===== config.mk =====
export PLATFORM = sky130hd
export DESIGN_NAME = sr_cmd_gen_flat
export DESIGN_NICKNAME = d
export VERILOG_FILES = /design/src/rtl/sr_pkg.sv /design/src/rtl/sr_cmd_gen_if.sv /design/src/rtl/sr_settle_cnt.sv /design/src/rtl/sr_cmd_gen.sv /design/src/flat_wrapper.sv
export SDC_FILE = /design/constraint.sdc
export NUM_CORES = 1
export LEC_CHECK = 0
export BUFFER_PORTS_ARGS = -buffer_cell sky130_fd_sc_hd__clkbuf_2
export CAP_MARGIN = 25
export CORE_MARGIN = 5
export CORE_UTILIZATION = 50
export DETAILED_ROUTE_END_ITERATION = 16
export PLACE_DENSITY = 0.81
export SYNTH_ARGS = -nofsm -noshare
export SYNTH_HDL_FRONTEND = slang
export SYNTH_SLANG_ARGS = --single-unit

===== constraint.sdc =====
create_clock -name clk -period 1.8 [get_ports clk]
set_clock_uncertainty 0.1 [all_clocks]
set_input_delay 0.09 -clock clk [delete_from_list [all_inputs] [get_ports clk]]
set_output_delay 0.09 -clock clk [all_outputs]
set_load 0.005 [all_outputs]

===== src/rtl/sr_pkg.sv =====
// Shared definitions for S/R flip-flop bank drivers.
// Contents: FSM states, default sizes, and the per-bit excitation function.
package sr_pkg;

  localparam int unsigned SrWidthDefault  = 8;
  localparam int unsigned SrSettleDefault = 2;

  typedef enum logic [1:0] {
    StIdle,
    StDrive,
    StSettle,
    StCheck
  } sr_state_e;

  // Returns {s, r} for one bit: 0->1 sets, 1->0 resets, otherwise hold (never both).
  function automatic logic [1:0] sr_excite(input logic cur, input logic tgt);
    return {tgt & ~cur, ~tgt & cur};
  endfunction

endpackage


===== src/rtl/sr_cmd_gen_if.sv =====
// Request handshake into an S/R bank command generator.
interface sr_cmd_gen_if #(
  parameter int unsigned WIDTH = 8
);

  logic             req_valid;
  logic             req_ready;
  logic [WIDTH-1:0] req_data;
  logic [WIDTH-1:0] req_mask;

  modport master (output req_valid, output req_data, output req_mask, input req_ready);
  modport slave  (input req_valid, input req_data, input req_mask, output req_ready);

endinterface


===== src/rtl/sr_settle_cnt.sv =====
// Loadable down-counter with zero flag, used to time bank settle periods.
module sr_settle_cnt #(
  parameter int unsigned CntW = 2
) (
  input  logic            clk,
  input  logic            rst,
  input  logic            load,
  input  logic [CntW-1:0] load_val,
  input  logic            dec,
  output logic            zero
);

  logic [CntW-1:0] cnt_q;

  always_ff @(posedge clk or posedge rst) begin
    if (rst) begin
      cnt_q <= '0;
    end else if (load) begin
      cnt_q <= load_val;
    end else if (dec && (cnt_q != '0)) begin
      cnt_q <= cnt_q - 1'b1;
    end
  end

  assign zero = (cnt_q == '0);

endmodule


===== src/rtl/sr_cmd_gen.sv =====
// Write-side command generator for a bank of S/R flip-flops.
// Define SR_CMD_GEN_READBACK_EN to verify and resync the shadow from the bank Q outputs.
module sr_cmd_gen
  import sr_pkg::*;
#(
  parameter int unsigned WIDTH         = SrWidthDefault,
  parameter int unsigned SETTLE_CYCLES = SrSettleDefault
) (
  input  logic             clk,
  input  logic             rst,
  sr_cmd_gen_if.slave      req,
  output logic [WIDTH-1:0] s_out,
  output logic [WIDTH-1:0] r_out,
  input  logic [WIDTH-1:0] fb_q,
  output logic             busy,
  output logic             done,
  output logic             err,
  output logic [WIDTH-1:0] shadow_q
);

  localparam int unsigned CntW = (SETTLE_CYCLES == 0) ? 1 : $clog2(SETTLE_CYCLES + 1);
  // Loaded at DRIVE exit so SETTLE lasts exactly SETTLE_CYCLES cycles.
  localparam logic [CntW-1:0] CntLoad = CntW'((SETTLE_CYCLES == 0) ? 0 : SETTLE_CYCLES - 1);

  sr_state_e        state_q;
  logic [WIDTH-1:0] target_q;
  logic [WIDTH-1:0] target_d;
  logic [WIDTH-1:0] set_m;
  logic [WIDTH-1:0] clr_m;
  logic [WIDTH-1:0] shadow_next;
  logic             accept;
  logic             cnt_zero;

  assign req.req_ready = (state_q == StIdle) && !rst;
  assign busy          = (state_q != StIdle);
  assign accept        = req.req_valid && req.req_ready;
  assign target_d      = (shadow_q & ~req.req_mask) | (req.req_data & req.req_mask);

  always_comb begin
    set_m = '0;
    clr_m = '0;
    for (int i = 0; i < int'(WIDTH); i++) begin
      {set_m[i], clr_m[i]} = sr_excite(shadow_q[i], target_d[i]);
    end
  end

`ifdef SR_CMD_GEN_READBACK_EN
  assign err         = (state_q == StCheck) && (fb_q != target_q);
  assign shadow_next = fb_q;
`else
  logic unused_fb;
  assign unused_fb   = ^fb_q;
  assign err         = 1'b0;
  assign shadow_next = target_q;
`endif

  sr_settle_cnt #(
    .CntW (CntW)
  ) u_settle_cnt (
    .clk      (clk),
    .rst      (rst),
    .load     (state_q == StDrive),
    .load_val (CntLoad),
    .dec      (state_q == StSettle),
    .zero     (cnt_zero)
  );

  always_ff @(posedge clk or posedge rst) begin
    if (rst) begin
      state_q  <= StIdle;
      target_q <= '0;
      shadow_q <= '0;
      s_out    <= '0;
      r_out    <= '0;
      done     <= 1'b0;
    end else begin
      s_out <= '0;
      r_out <= '0;
      done  <= 1'b0;
      unique case (state_q)
        StIdle: begin
          if (accept) begin
            target_q <= target_d;
            if ((set_m | clr_m) == '0) begin
              state_q <= StCheck;
              done    <= 1'b1;
            end else begin
              state_q <= StDrive;
              s_out   <= set_m;
              r_out   <= clr_m;
            end
          end
        end
        StDrive: begin
          if (SETTLE_CYCLES == 0) begin
            state_q <= StCheck;
            done    <= 1'b1;
          end else begin
            state_q <= StSettle;
          end
        end
        StSettle: begin
          if (cnt_zero) begin
            state_q <= StCheck;
            done    <= 1'b1;
          end
        end
        StCheck: begin
          shadow_q <= shadow_next;
          state_q  <= StIdle;
        end
        default: state_q <= StIdle;
      endcase
    end
  end

endmodule

===== src/flat_wrapper.sv =====
// flat-port wrapper written by rule: the top's interface ports become plain ports
module sr_cmd_gen_flat import sr_pkg::*;
#(
  parameter int unsigned WIDTH         = SrWidthDefault,
  parameter int unsigned SETTLE_CYCLES = SrSettleDefault
)
  (clk, rst, s_out, r_out, fb_q, busy, done, err, shadow_q, req_req_valid, req_req_data, req_req_mask, req_req_ready);
  sr_cmd_gen_if #(.WIDTH(WIDTH)) req_i ();
  input  logic clk;
  input  logic rst;
  output logic [WIDTH-1:0] s_out;
  output logic [WIDTH-1:0] r_out;
  input  logic [WIDTH-1:0] fb_q;
  output logic busy;
  output logic done;
  output logic err;
  output logic [WIDTH-1:0] shadow_q;
  input wire logic [$bits(req_i.req_valid)-1:0] req_req_valid;
  input wire logic [$bits(req_i.req_data)-1:0] req_req_data;
  input wire logic [$bits(req_i.req_mask)-1:0] req_req_mask;
  output wire logic [$bits(req_i.req_ready)-1:0] req_req_ready;
  assign req_i.req_valid = req_req_valid;
  assign req_i.req_data = req_req_data;
  assign req_i.req_mask = req_req_mask;
  assign req_req_ready = req_i.req_ready;
  sr_cmd_gen #(.WIDTH(WIDTH), .SETTLE_CYCLES(SETTLE_CYCLES)) u_core (.clk(clk), .rst(rst), .req(req_i), .s_out(s_out), .r_out(r_out), .fb_q(fb_q), .busy(busy), .done(done), .err(err), .shadow_q(shadow_q));
endmodule

==> impl_metrics.prom, run 1 <==
# TYPE chip_impl_metric gauge
chip_impl_metric{name="leakage_component_of_the_power",unit="nW"} 1.30
chip_impl_metric{name="drt-vias-per-instance",unit=""} 4.60
chip_impl_metric{name="h-tree-depth",unit=""} 2
chip_impl_metric{name="relSlewSlack",unit="%"} 66.6
chip_impl_metric{name="synth_area",unit="um2"} 1790
chip_impl_metric{name="worst_ep_required_time",unit="ps"} 1920
chip_impl_metric{name="portBuffers",unit=""} 45
chip_impl_info{name="synth_top_flop_cell",value="sky130_fd_sc_hd__dfrtp_1"} 1
chip_impl_metric{name="design_area",unit="um2"} 2330
chip_impl_metric{name="die-width",unit="um"} 69.8
chip_impl_metric{name="post_synth_num_cell_types",unit=""} 28
chip_impl_info{name="timing_worst_setup_path_type",value="flop to flop"} 1
chip_impl_metric{name="clock.fmax",unit="MHz"} 582
chip_impl_metric{name="floorplan.rows",unit=""} 21
chip_impl_metric{name="routedWlPerCell",unit="um"} 12.3
chip_impl_metric{name="synth_edf_count",unit=""} 0
chip_impl_info{name="tritoncts_clock_tree",value="yes"} 1
chip_impl_metric{name="max_root_sink_buffers",unit=""} 2
chip_impl_metric{name="total_area_of_multi_input_combinational_cells",unit="um2"} 816
chip_impl_metric{name="fp.dieArea",unit="um2"} 4880
chip_impl_metric{name="drt-initial-drc-count",unit=""} 49
chip_impl_info{name="worstReg2RegEnd",value="u_core.state_q[1]"} 1
chip_impl_metric{name="antenna_left",unit=""} 0
chip_impl_metric{name="fill_cell_count",unit=""} 239
chip_impl_metric{name="routed_wl",unit="um"} 3410
chip_impl_metric{name="layout.area.seq",unit="um2"} 926
chip_impl_metric{name="ir_worst_vdd",unit="mV"} 0.722
chip_impl_metric{name="grt_first_pass_wirelength",unit="um"} 5770
chip_impl_metric{name="finalHoldViolations",unit=""} 0
chip_impl_metric{name="share_of_synthesized_area_occupied_by_flip_flops_and_latches",unit="%"} 51.7
chip_impl_metric{name="power_density_of_the_placed_cells",unit="nW/um2"} 1210
chip_impl_metric{name="number_of_antenna_violations_at_the_first_check_in_global_routing",unit=""} 0
chip_impl_metric{name="hold-path-cell-count",unit=""} 4
chip_impl_info{name="outcome",value="finished, final reports clean"} 1
chip_impl_metric{name="cts_buffers",unit=""} 5
chip_impl_metric{name="flow.area_growth_from_synthesis",unit="%"} 30.1
chip_impl_metric{name="cts.reportedPaths.clkPinSlew",unit="ps"} 110
chip_impl_metric{name="synth-async-reset-ratio",unit="%"} 100
chip_impl_info{name="worstHoldPathType",value="input port to flop"} 1
chip_impl_metric{name="path_max_fanout",unit=""} 2
chip_impl_info{name="worstSetupEndpointType",value="flop"} 1
chip_impl_metric{name="worst_skew_pair.late_latency",unit="ps"} 330
chip_impl_info{name="hold_wc_startpoint",value="req_req_data[5]"} 1
chip_impl_metric{name="synth_cells",unit=""} 160
chip_impl_metric{name="register_to_register_path_setup_slack",unit="ps"} 80
chip_impl_info{name="setup.worst_path.start_class",value="flop"} 1
chip_impl_metric{name="effective_utilization_at_floorplan",unit="%"} 52.8
chip_impl_metric{name="grt_remaining_overflow",unit=""} 0
chip_impl_metric{name="die_height",unit="um"} 69.8
chip_impl_metric{name="max_cap_viols",unit=""} 0
chip_impl_metric{name="period_needed",unit="ps"} 1720
chip_impl_metric{name="final_nets",unit=""} 279
chip_impl_metric{name="clock_sinks",unit=""} 37
chip_impl_metric{name="hpwl",unit="um"} 2510
chip_impl_metric{name="synth-warning-count",unit=""} 0
chip_impl_metric{name="pin_count",unit=""} 55
chip_impl_metric{name="vias_after_detailed_routing",unit=""} 1274
chip_impl_metric{name="post-route-period-util",unit="%"} 95.4
chip_impl_metric{name="report.final.slew_viol_count",unit=""} 0
chip_impl_metric{name="number_of_antenna_diodes",unit=""} 0
chip_impl_metric{name="grt_use_total",unit="%"} 15.0
chip_impl_metric{name="flop_and_latch_count_out_of_synthesis",unit=""} 37
chip_impl_metric{name="r2r_cells",unit=""} 7
chip_impl_info{name="timing.hold.worst_endpoint",value="u_core.shadow_next[5]"} 1
chip_impl_metric{name="design.core.area",unit="um2"} 3390
chip_impl_metric{name="grt_max_degree",unit=""} 38
chip_impl_metric{name="cts_setup_buffers",unit=""} 0
chip_impl_metric{name="placement_stage_cell_area",unit="um2"} 2200
chip_impl_metric{name="detail_route.first_pass.iterations",unit=""} 4
chip_impl_metric{name="critPathArrivalTime",unit="ps"} 1840
chip_impl_metric{name="final-setup-viol-count",unit=""} 0
chip_impl_info{name="rsz0062_at_grt",value="true"} 1
chip_impl_metric{name="vias_in_the_first_global_route",unit=""} 1316
chip_impl_metric{name="place_inst",unit=""} 268
chip_impl_metric{name="routability_driven_placement_congestion_ratio",unit=""} 0.793
chip_impl_info{name="clock-root-buffer",value="sky130_fd_sc_hd__clkbuf_4"} 1
chip_impl_metric{name="tightest_slew",unit="ps"} 501
chip_impl_metric{name="layout-drive-gt1-share",unit="%"} 41.1
chip_impl_info{name="r2r_start",value="u_core.shadow_q[1]"} 1
chip_impl_metric{name="fin_cells",unit=""} 277
chip_impl_metric{name="synth_nets",unit=""} 209
chip_impl_metric{name="post-route-drc-count",unit=""} 0
chip_impl_metric{name="syn_avg_cell_area",unit="um2"} 11.2
## repair_timing
item / 4_1_cts / 5_1_grt
resized for setup: 1 / 12
pin swaps: 0 / 6
endpoints found under the setup margin: 8 / 11
hold endpoints to repair: 37 / 0
hold buffers: 1 / 0
## state kept, by name, summed over array words and instances, names as in the netlist
signal / count
u_core.r_out: 8
u_core.s_out: 8
u_core.shadow_next: 8
u_core.shadow_q: 8
u_core.state_q: 2
u_core.u_settle_cnt.cnt_q: 2
u_core.done: 1
## synthesized netlist by cell type, drive strengths merged, types with 2 or more instances
cell | n | area, um2
and2 | 16 | 110
and4 | 2 | 17.5
ha | 22 | 275
inv | 22 | 82.6
mux2i | 9 | 90.1
nor2 | 3 | 13.8
dfrtp | 37 | 926
buf | 3 | 23.8
a21oi | 2 | 17.5
nand2 | 16 | 60.1
o21ai | 16 | 80.1
## metrics by stage
| stage | hold slack (ps) | utilization [%] | setup slack (ps) | total power, mW | TNS (ps) |
|---|---|---|---|---|---|
| floorplan | 107 | - | 161 | 1.80 | 0 |
| global placement | 128 | 65.0 | 37.8 | 2.26 | 0 |
| detailed placement | 142 | 65.0 | -25.8 | 2.31 | -158 |
| CTS | 87.0 | 67.0 | 0.660 | 2.75 | 0 |
| global route | 116 | 68.7 | -43.9 | 3.07 | -59.6 |
| finish | 109 | 68.7 | 82.1 | 2.81 | 0 |
## cell families after synthesis
family,share of synthesized area (%)
buffers and inverters,6.15
AND/OR/NAND/NOR,13.5
AO/OA/AOI/OAI,6.92
flip-flops,51.7
XOR/XNOR,0.489
other,0.209
multiplexers,5.66
adder cells (fa/ha/maj),15.4
## cell usage in the layout, fill, tap and decap left out, drive strengths merged
cell	netlist	layout
o21ai	16	16
conb	1	1
clkinv	0	2
buf	3	21
nor2b	1	1
a31oi	1	1
a32o	1	1
ha	22	22
nand3b	1	1
and3b	1	1
o32a	1	1
nor2	3	3
inv	22	22
mux2i	9	9
clkbuf	1	51
a21oi	2	2
dlygate4sd3	0	1
dfrtp	37	37
and2b	1	1
nand2b	1	1
and2	16	16
and4	2	2
mux2	1	1
xnor2	1	1
nand2	16	16
## power by group
group          leakage, nW  switching, mW  internal (mW)  total [mW]
registers            0.491          0.107           1.04        1.14
clock network       0.0320          0.260          0.149       0.409
logic                0.776          0.641          0.615        1.26
## final cells by class
cell class | count | area share [%]
sequential | 37 | 39.7
multi-input combinational | 97 | 35.0
timing repair buffer | 67 | 17.0
inverter | 22 | 3.54
tap | 46 | 2.47
clock buffer | 6 | 1.77
clock inverter | 2 | 0.430
## worst max path at each step
stage,cells after the start,end,slack (ps),from
2_1_floorplan,6,u_core.r_out[0],160,u_core.shadow_q[0]
3_3_place_gp,6,u_core.s_out[7],40,u_core.shadow_q[3]
3_5_place_dp,6,u_core.s_out[2],-30,u_core.shadow_q[6]
4_1_cts,7,u_core.state_q[1],0.7,u_core.shadow_q[0]
5_1_grt,7,u_core.state_q[1],-40,u_core.shadow_q[0]
6_report,7,u_core.state_q[1],80,u_core.shadow_q[1]
## worst max-delay path, stage by stage (launching register included)
cell	delay [ps]
sky130_fd_sc_hd__dfrtp_1	410
sky130_fd_sc_hd__mux2i_2	220
sky130_fd_sc_hd__inv_2	70
sky130_fd_sc_hd__ha_4	240
sky130_fd_sc_hd__and4_4	190
sky130_fd_sc_hd__buf_6	110
sky130_fd_sc_hd__a31oi_1	160
sky130_fd_sc_hd__mux2i_1	100
## metal layers
layer	GRT usage (%)	vias up	part of all wire, %
met5	0	-	0
met1	17.1	597	43
met2	25.5	28	50
met4	7.02	0	1.2
li1	-	646	-
met3	4.49	3	5.6
Note: power is estimated with default switching activity, not from simulation.
==> run 2, diff against run 1 <==
CELL_PAD_IN_SITES_DETAIL_PLACEMENT = 0   (was not set)
CELL_PAD_IN_SITES_GLOBAL_PLACEMENT = 1   (was not set)
CORE_UTILIZATION = 39   (was 50)
PLACE_DENSITY = 0.82   (was 0.81)
==> run 2 against run 1 <==
Compared with the run above:
- final cell count rose by 1.4%
- hold slack got worse by 48 ps
- maximum frequency fell by 0.98%
- global-route usage fell by 2.5 points
- core utilization fell by 15 points
- critical endpoint is now u_core.s_out[4]
==> impl_metrics.prom, run 2 (same netlist as run 1, synthesis figures left out) <==
# TYPE chip_impl_metric gauge
chip_impl_info{name="outcome",value="finished, final reports clean"} 1
chip_impl_metric{name="portBuffers",unit=""} 45
chip_impl_metric{name="effective_utilization_at_floorplan",unit="%"} 40.6
chip_impl_metric{name="finalHoldViolations",unit=""} 0
chip_impl_metric{name="grt_remaining_overflow",unit=""} 0
chip_impl_metric{name="total_area_of_multi_input_combinational_cells",unit="um2"} 791
chip_impl_info{name="cp_cell_sequence",value="mux2i_1 -> inv_1 -> ha_1 -> and4_4 -> a21oi_4 -> and2_4"} 1
chip_impl_metric{name="fp.dieArea",unit="um2"} 6050
chip_impl_metric{name="final-setup-viol-count",unit=""} 0
chip_impl_metric{name="cts.reportedPaths.clkPinSlew",unit="ps"} 70
chip_impl_metric{name="grt_use_total",unit="%"} 12.5
chip_impl_metric{name="leakage_component_of_the_power",unit="nW"} 1.32
chip_impl_metric{name="grt_max_degree",unit=""} 38
chip_impl_metric{name="path_buf_inv",unit=""} 1
chip_impl_metric{name="path_max_fanout",unit=""} 8
chip_impl_metric{name="drt-vias-per-instance",unit=""} 4.50
chip_impl_metric{name="vias_after_detailed_routing",unit=""} 1264
chip_impl_info{name="timing_worst_setup_path_type",value="flop to flop"} 1
chip_impl_metric{name="pin_count",unit=""} 55
chip_impl_info{name="setup.worst_path.start_class",value="flop"} 1
chip_impl_metric{name="p_total",unit="mW"} 3.17
chip_impl_metric{name="setup_ws",unit="ps"} 65.1
chip_impl_metric{name="h-tree-depth",unit=""} 2
chip_impl_metric{name="number_of_antenna_violations_at_the_first_check_in_global_routing",unit=""} 0
chip_impl_metric{name="layout-drive-gt1-share",unit="%"} 41.0
chip_impl_metric{name="critical_path.max_stage_delay",unit="ps"} 390
chip_impl_info{name="clock-root-buffer",value="sky130_fd_sc_hd__clkbuf_8"} 1
chip_impl_metric{name="cts_buffers",unit=""} 5
chip_impl_metric{name="preCtsSetupSlack",unit="ps"} -30.0
chip_impl_metric{name="die-width",unit="um"} 77.8
chip_impl_metric{name="period_needed",unit="ps"} 1730
chip_impl_info{name="path_delay_family",value="flip-flops"} 1
chip_impl_metric{name="worst_skew_pair.late_latency",unit="ps"} 290
chip_impl_metric{name="layout.area.seq",unit="um2"} 926
chip_impl_metric{name="design.core.area",unit="um2"} 4410
chip_impl_info{name="worstSetupEndpointType",value="flop"} 1
chip_impl_metric{name="grt_first_pass_wirelength",unit="um"} 5970
chip_impl_metric{name="ir_worst_vdd",unit="mV"} 0.742
chip_impl_metric{name="max_root_sink_buffers",unit=""} 2
chip_impl_metric{name="floorplan.rows",unit=""} 24
chip_impl_metric{name="worst_ep_required_time",unit="ps"} 1930
chip_impl_metric{name="fill_cell_count",unit=""} 410
chip_impl_metric{name="clock_sinks",unit=""} 37
chip_impl_info{name="layout.cells.most_common_list",value="sky130_fd_sc_hd__clkbuf_2 (45), sky130_fd_sc_hd__dfrtp_1 (37), sky130_fd_sc_hd__inv_1 (22), sky130_fd_sc_hd__ha_1 (22), sky130_fd_sc_hd__buf_4 (19)"} 1
chip_impl_info{name="rsz0062_at_grt",value="true"} 1
chip_impl_metric{name="post-route-drc-count",unit=""} 0
chip_impl_info{name="timing.critical_path.slowest_stage_cell",value="sky130_fd_sc_hd__dfrtp_1"} 1
chip_impl_metric{name="clock.fmax",unit="MHz"} 576
chip_impl_metric{name="max_cap_viols",unit=""} 0
chip_impl_info{name="worstHoldPathType",value="input port to flop"} 1
chip_impl_metric{name="antenna_left",unit=""} 0
chip_impl_metric{name="flow.area_growth_from_synthesis",unit="%"} 32.7
chip_impl_metric{name="die_height",unit="um"} 77.8
chip_impl_metric{name="report.final.slew_viol_count",unit=""} 0
chip_impl_metric{name="final_nets",unit=""} 277
chip_impl_metric{name="power_density_of_the_placed_cells",unit="nW/um2"} 1330
chip_impl_metric{name="critPathArrivalTime",unit="ps"} 1870
chip_impl_info{name="tritoncts_clock_tree",value="yes"} 1
chip_impl_metric{name="vias_in_the_first_global_route",unit=""} 1315
chip_impl_metric{name="number_of_antenna_diodes",unit=""} 0
chip_impl_metric{name="routed_wl",unit="um"} 3460
chip_impl_metric{name="routedWlPerCell",unit="um"} 12.3
chip_impl_info{name="final_common_cell",value="sky130_fd_sc_hd__clkbuf_2"} 1
chip_impl_metric{name="hpwl",unit="um"} 2570
chip_impl_metric{name="post-route-period-util",unit="%"} 96.4
chip_impl_metric{name="register_to_register_path_setup_slack",unit="ps"} 70
chip_impl_metric{name="drt-initial-drc-count",unit=""} 55
chip_impl_metric{name="detail_route.first_pass.iterations",unit=""} 3
chip_impl_metric{name="routability_driven_placement_congestion_ratio",unit=""} 0.681
## run 2: cell count changes in the layout (fill, tap and decap cells not counted), moves of 2 or more
cell / before / now
sky130_fd_sc_hd__mux2i_1: 6 / 4
sky130_fd_sc_hd__and2_4: 0 / 2
sky130_fd_sc_hd__and2_1: 8 / 6
sky130_fd_sc_hd__mux2i_2: 3 / 5
sky130_fd_sc_hd__clkbuf_8: 0 / 5
sky130_fd_sc_hd__bufinv_16: 0 / 2
sky130_fd_sc_hd__ha_1: 19 / 22
sky130_fd_sc_hd__ha_4: 3 / 0
sky130_fd_sc_hd__clkbuf_4: 5 / 0
## run 2: cell type report
cell class                 count  share of cell area [%]
multi-input combinational     97                    33.3
tap                           52                    2.74
clock buffer                   5                    2.90
sequential                    37                    39.0
inverter                      22                    3.48
timing repair buffer          65                    15.9
clock inverter                 3                    2.74
## run 2: what timing repair did
item / in CTS / in global routing
resized for setup: 2 / 10
pin swaps: 1 / 3
setup endpoints to repair: 8 / 9
setup buffers: 0 / 1
hold endpoints to repair: 37 / 0
hold buffers: 1 / 0
cloned: 0 / 0
## run 2: worst paths after layout
path / endpoint / cells after the start / start
min in group asynchronous: u_core.shadow_q[5] / 4 / rst
hold reg to reg: u_core.shadow_next[6] / 2 / u_core.shadow_next[6]
max in group asynchronous: u_core.shadow_next[4] / 4 / rst
setup reg to reg: u_core.s_out[4] / 6 / u_core.shadow_q[1]
hold / removal: u_core.shadow_next[7] / 3 / req_req_data[7]
setup / recovery: u_core.s_out[4] / 6 / u_core.shadow_q[1]
## run 2: per-layer routing
| layer | part of all wire [%] | vias up | wire length, um | GRT usage [%] |
|---|---|---|---|---|
| li1 | - | 644 | - | - |
| met2 | 49 | 27 | 1690 | 20.1 |
| met3 | 4.8 | 8 | 166 | 2.31 |
| met4 | 1.6 | 0 | 54 | 6.70 |
| met5 | 0 | - | 0 | 0 |
| met1 | 45 | 585 | 1550 | 15.9 |
## run 2: per-stage QoR
stage | hold WS [ps] | setup TNS, ps | area [um2] | instances | util, %
after detailed placement | 177 | -91.0 | 2190 | 271 | 49.6
after floorplan | 107 | 0 | 1790 | 160 | -
final | 60.3 | 0 | 2380 | 281 | 53.8
after global placement | 162 | -140 | 2190 | 271 | 49.6
after global routing | 114 | -13.8 | 2380 | 281 | 53.8
after CTS | 58.4 | 0 | 2340 | 280 | 53.1
## run 2: worst reg2reg max path, stage by stage (launching register included)
cell and delay, ps:
sky130_fd_sc_hd__dfrtp_1 390, sky130_fd_sc_hd__mux2i_1 210, sky130_fd_sc_hd__inv_1 70, sky130_fd_sc_hd__ha_1 270
sky130_fd_sc_hd__and4_4 210, sky130_fd_sc_hd__a21oi_4 250, sky130_fd_sc_hd__and2_4 180
## run 2: power by group
| part | switching, mW | internal (mW) |
|---|---|---|
| registers | 0.107 | 1.04 |
| logic | 0.602 | 0.579 |
| clock network | 0.295 | 0.550 |
| total | 1.00 | 2.17 |
==> run 3, diff against run 2 <==
==> constraint.sdc (replaced) <==
create_clock -name clk -period 1.8 [get_ports clk]
set_clock_uncertainty 0.1 [all_clocks]
set_input_delay 0.18 -clock clk [delete_from_list [all_inputs] [get_ports clk]]
set_output_delay 0.18 -clock clk [all_outputs]
set_load 0.005 [all_outputs]
==> run 3 against run 2 <==
Compared with the run above:
- clock power fell by 35%
- clock-buffer cell count rose by 1
- sequential cell count did not move
- register-to-register slack gained 20 ps
- die area did not move
- largest cell class unchanged
- largest power group unchanged
==> impl_metrics.prom, run 3 (same netlist as run 1, synthesis figures left out) <==
# TYPE chip_impl_metric gauge
chip_impl_metric{name="clockPowerShare",unit="%"} 18.9
chip_impl_metric{name="final_nets",unit=""} 279
chip_impl_metric{name="power_report.internal_total",unit="mW"} 1.90
chip_impl_metric{name="die_height",unit="um"} 77.8
chip_impl_metric{name="period_needed",unit="ps"} 1710
chip_impl_metric{name="swShare",unit="%"} 34.5
chip_impl_metric{name="grt_first_pass_wirelength",unit="um"} 5950
chip_impl_metric{name="fin_cells",unit=""} 283
chip_impl_info{name="hold_wc_startpoint",value="req_req_data[5]"} 1
chip_impl_metric{name="pin_count",unit=""} 55
chip_impl_info{name="critPathLaunch",value="u_core.shadow_q[1]"} 1
chip_impl_metric{name="placement_stage_cell_area",unit="um2"} 2200
chip_impl_metric{name="vias_in_the_first_global_route",unit=""} 1329
chip_impl_metric{name="antenna_left",unit=""} 0
chip_impl_metric{name="fp.dieArea",unit="um2"} 6050
chip_impl_metric{name="layout-drive-gt1-share",unit="%"} 41.1
chip_impl_metric{name="grt_max_degree",unit=""} 38
chip_impl_metric{name="setup_ws",unit="ps"} 89.6
chip_impl_metric{name="path_max_fanout",unit=""} 8
chip_impl_metric{name="cts.reportedPaths.clkPinSlew",unit="ps"} 70
chip_impl_metric{name="hpwl",unit="um"} 2610
chip_impl_metric{name="post-route-util",unit="%"} 53.0
chip_impl_metric{name="share_of_total_power_in_combinational_logic",unit="%"} 41.6
chip_impl_metric{name="flow.area_growth_from_synthesis",unit="%"} 30.6
chip_impl_info{name="worstHoldPathType",value="input port to flop"} 1
chip_impl_metric{name="detail_route.first_pass.iterations",unit=""} 4
chip_impl_metric{name="power_frac_seq",unit="%"} 39.5
chip_impl_metric{name="max_cap_viols",unit=""} 0
chip_impl_info{name="final_common_cell",value="sky130_fd_sc_hd__clkbuf_2"} 1
chip_impl_metric{name="number_of_antenna_violations_at_the_first_check_in_global_routing",unit=""} 0
chip_impl_metric{name="max_root_sink_buffers",unit=""} 2
chip_impl_metric{name="clock.fmax",unit="MHz"} 585
chip_impl_metric{name="worst_skew_pair.late_latency",unit="ps"} 290
chip_impl_info{name="clock-root-buffer",value="sky130_fd_sc_hd__clkbuf_8"} 1
chip_impl_info{name="timing_worst_setup_path_type",value="flop to flop"} 1
chip_impl_metric{name="power_density_of_the_placed_cells",unit="nW/um2"} 1240
chip_impl_metric{name="grt_use_total",unit="%"} 12.6
chip_impl_metric{name="report.final.slew_viol_count",unit=""} 0
chip_impl_info{name="r2r_start",value="u_core.shadow_q[1]"} 1
chip_impl_info{name="setup.worst_path.start_class",value="flop"} 1
chip_impl_metric{name="h-tree-depth",unit=""} 2
chip_impl_metric{name="routability_driven_placement_congestion_ratio",unit=""} 0.683
chip_impl_metric{name="design_area",unit="um2"} 2340
chip_impl_info{name="worstSetupEndpointType",value="flop"} 1
chip_impl_metric{name="drt-vias-per-instance",unit=""} 4.62
chip_impl_metric{name="leakage_component_of_the_power",unit="nW"} 1.31
chip_impl_metric{name="number_of_antenna_diodes",unit=""} 0
chip_impl_metric{name="grt_remaining_overflow",unit=""} 0
chip_impl_metric{name="switchingPower",unit="mW"} 1.00
chip_impl_info{name="rsz0062_at_grt",value="true"} 1
chip_impl_metric{name="portBuffers",unit=""} 45
chip_impl_metric{name="design.core.area",unit="um2"} 4410
chip_impl_metric{name="critPathArrivalTime",unit="ps"} 1850
chip_impl_metric{name="vias_after_detailed_routing",unit=""} 1308
chip_impl_metric{name="drt-initial-drc-count",unit=""} 46
chip_impl_metric{name="routedWlPerCell",unit="um"} 12.2
chip_impl_metric{name="effective_utilization_at_floorplan",unit="%"} 40.6
chip_impl_metric{name="routed_wl",unit="um"} 3460
chip_impl_metric{name="final-setup-viol-count",unit=""} 0
chip_impl_metric{name="place_inst",unit=""} 273
chip_impl_metric{name="worst_ep_required_time",unit="ps"} 1940
chip_impl_metric{name="preCtsSetupSlack",unit="ps"} -29.5
chip_impl_info{name="layout.cells.most_common_list",value="sky130_fd_sc_hd__clkbuf_2 (45), sky130_fd_sc_hd__dfrtp_1 (37), sky130_fd_sc_hd__inv_1 (22), sky130_fd_sc_hd__ha_1 (21), sky130_fd_sc_hd__buf_4 (21)"} 1
chip_impl_metric{name="finalHoldViolations",unit=""} 0
chip_impl_metric{name="post-route-drc-count",unit=""} 0
chip_impl_metric{name="clock_sinks",unit=""} 37
chip_impl_metric{name="post-route-period-util",unit="%"} 95.0
chip_impl_info{name="outcome",value="finished, final reports clean"} 1
chip_impl_metric{name="ir_worst_vdd",unit="mV"} 0.575
chip_impl_info{name="tritoncts_clock_tree",value="yes"} 1
chip_impl_metric{name="floorplan.rows",unit=""} 24
chip_impl_metric{name="die-width",unit="um"} 77.8
chip_impl_metric{name="cts_buffers",unit=""} 5
-- run 3: critical path: stages, from the launching register on --
cell,delay [ps]
sky130_fd_sc_hd__dfrtp_1,390
sky130_fd_sc_hd__mux2i_1,210
sky130_fd_sc_hd__inv_1,70
sky130_fd_sc_hd__ha_1,270
sky130_fd_sc_hd__and4_4,200
sky130_fd_sc_hd__a21oi_4,230
sky130_fd_sc_hd__and2_4,180
-- run 3: what timing repair did --
item / in CTS / in global routing
endpoints found under the hold margin: 37 / 0
setup endpoints to repair: 8 / 10
buffers inserted: 0 / 1
hold buffers: 1 / 0
pin swaps: 0 / 4
resized for setup: 1 / 11
cloned: 0 / 0
-- run 3: final cells by class --
type / count / area [um2]
fill: 404 / 2080
clock inverter: 2 / 10.0
timing repair buffer: 67 / 393
multi-input combinational: 97 / 790
sequential: 37 / 926
tap: 52 / 65.1
inverter: 22 / 82.6
clock buffer: 6 / 72.6
-- run 3: per-layer routing --
metal	global-route usage [%]	wire, um	vias to the layer above
li1	-	-	646
met1	14.9	1440	624
met2	21.0	1760	32
met3	2.20	183	6
met4	8.25	76	0
met5	0	0	-
-- run 3: metrics by stage --
stage | power, mW | hold WS (ps) | TNS (ps)
2_1_floorplan | 1.80 | 260 | 0
3_3_place_gp | 2.28 | 255 | 0
3_5_place_dp | 2.31 | 260 | -221
4_1_cts | 2.88 | 176 | 0
5_1_grt | 3.16 | 188 | -1.09
6_report | 2.90 | 144 | 0
-- run 3: power groups by stage --
| stage | clock network, mW | registers, mW | logic, mW |
|---|---|---|---|
| CTS | 0.568 | 1.14 | 1.17 |
| floorplan | 0 | 1.18 | 0.627 |
| finish | 0.548 | 1.14 | 1.21 |
| detailed placement | 0 | 1.16 | 1.15 |
| global route | 0.594 | 1.17 | 1.40 |
| global placement | 0 | 1.15 | 1.14 |
-- run 3: final timing paths --
kind,end,cells past startpoint,slack (ps)
min reg2reg,u_core.shadow_q[0],2,380
min in group asynchronous,u_core.done,4,480
max,u_core.s_out[7],6,90
max in group asynchronous,u_core.r_out[6],4,800
max reg2reg,u_core.s_out[7],6,90
min,u_core.shadow_next[5],3,140
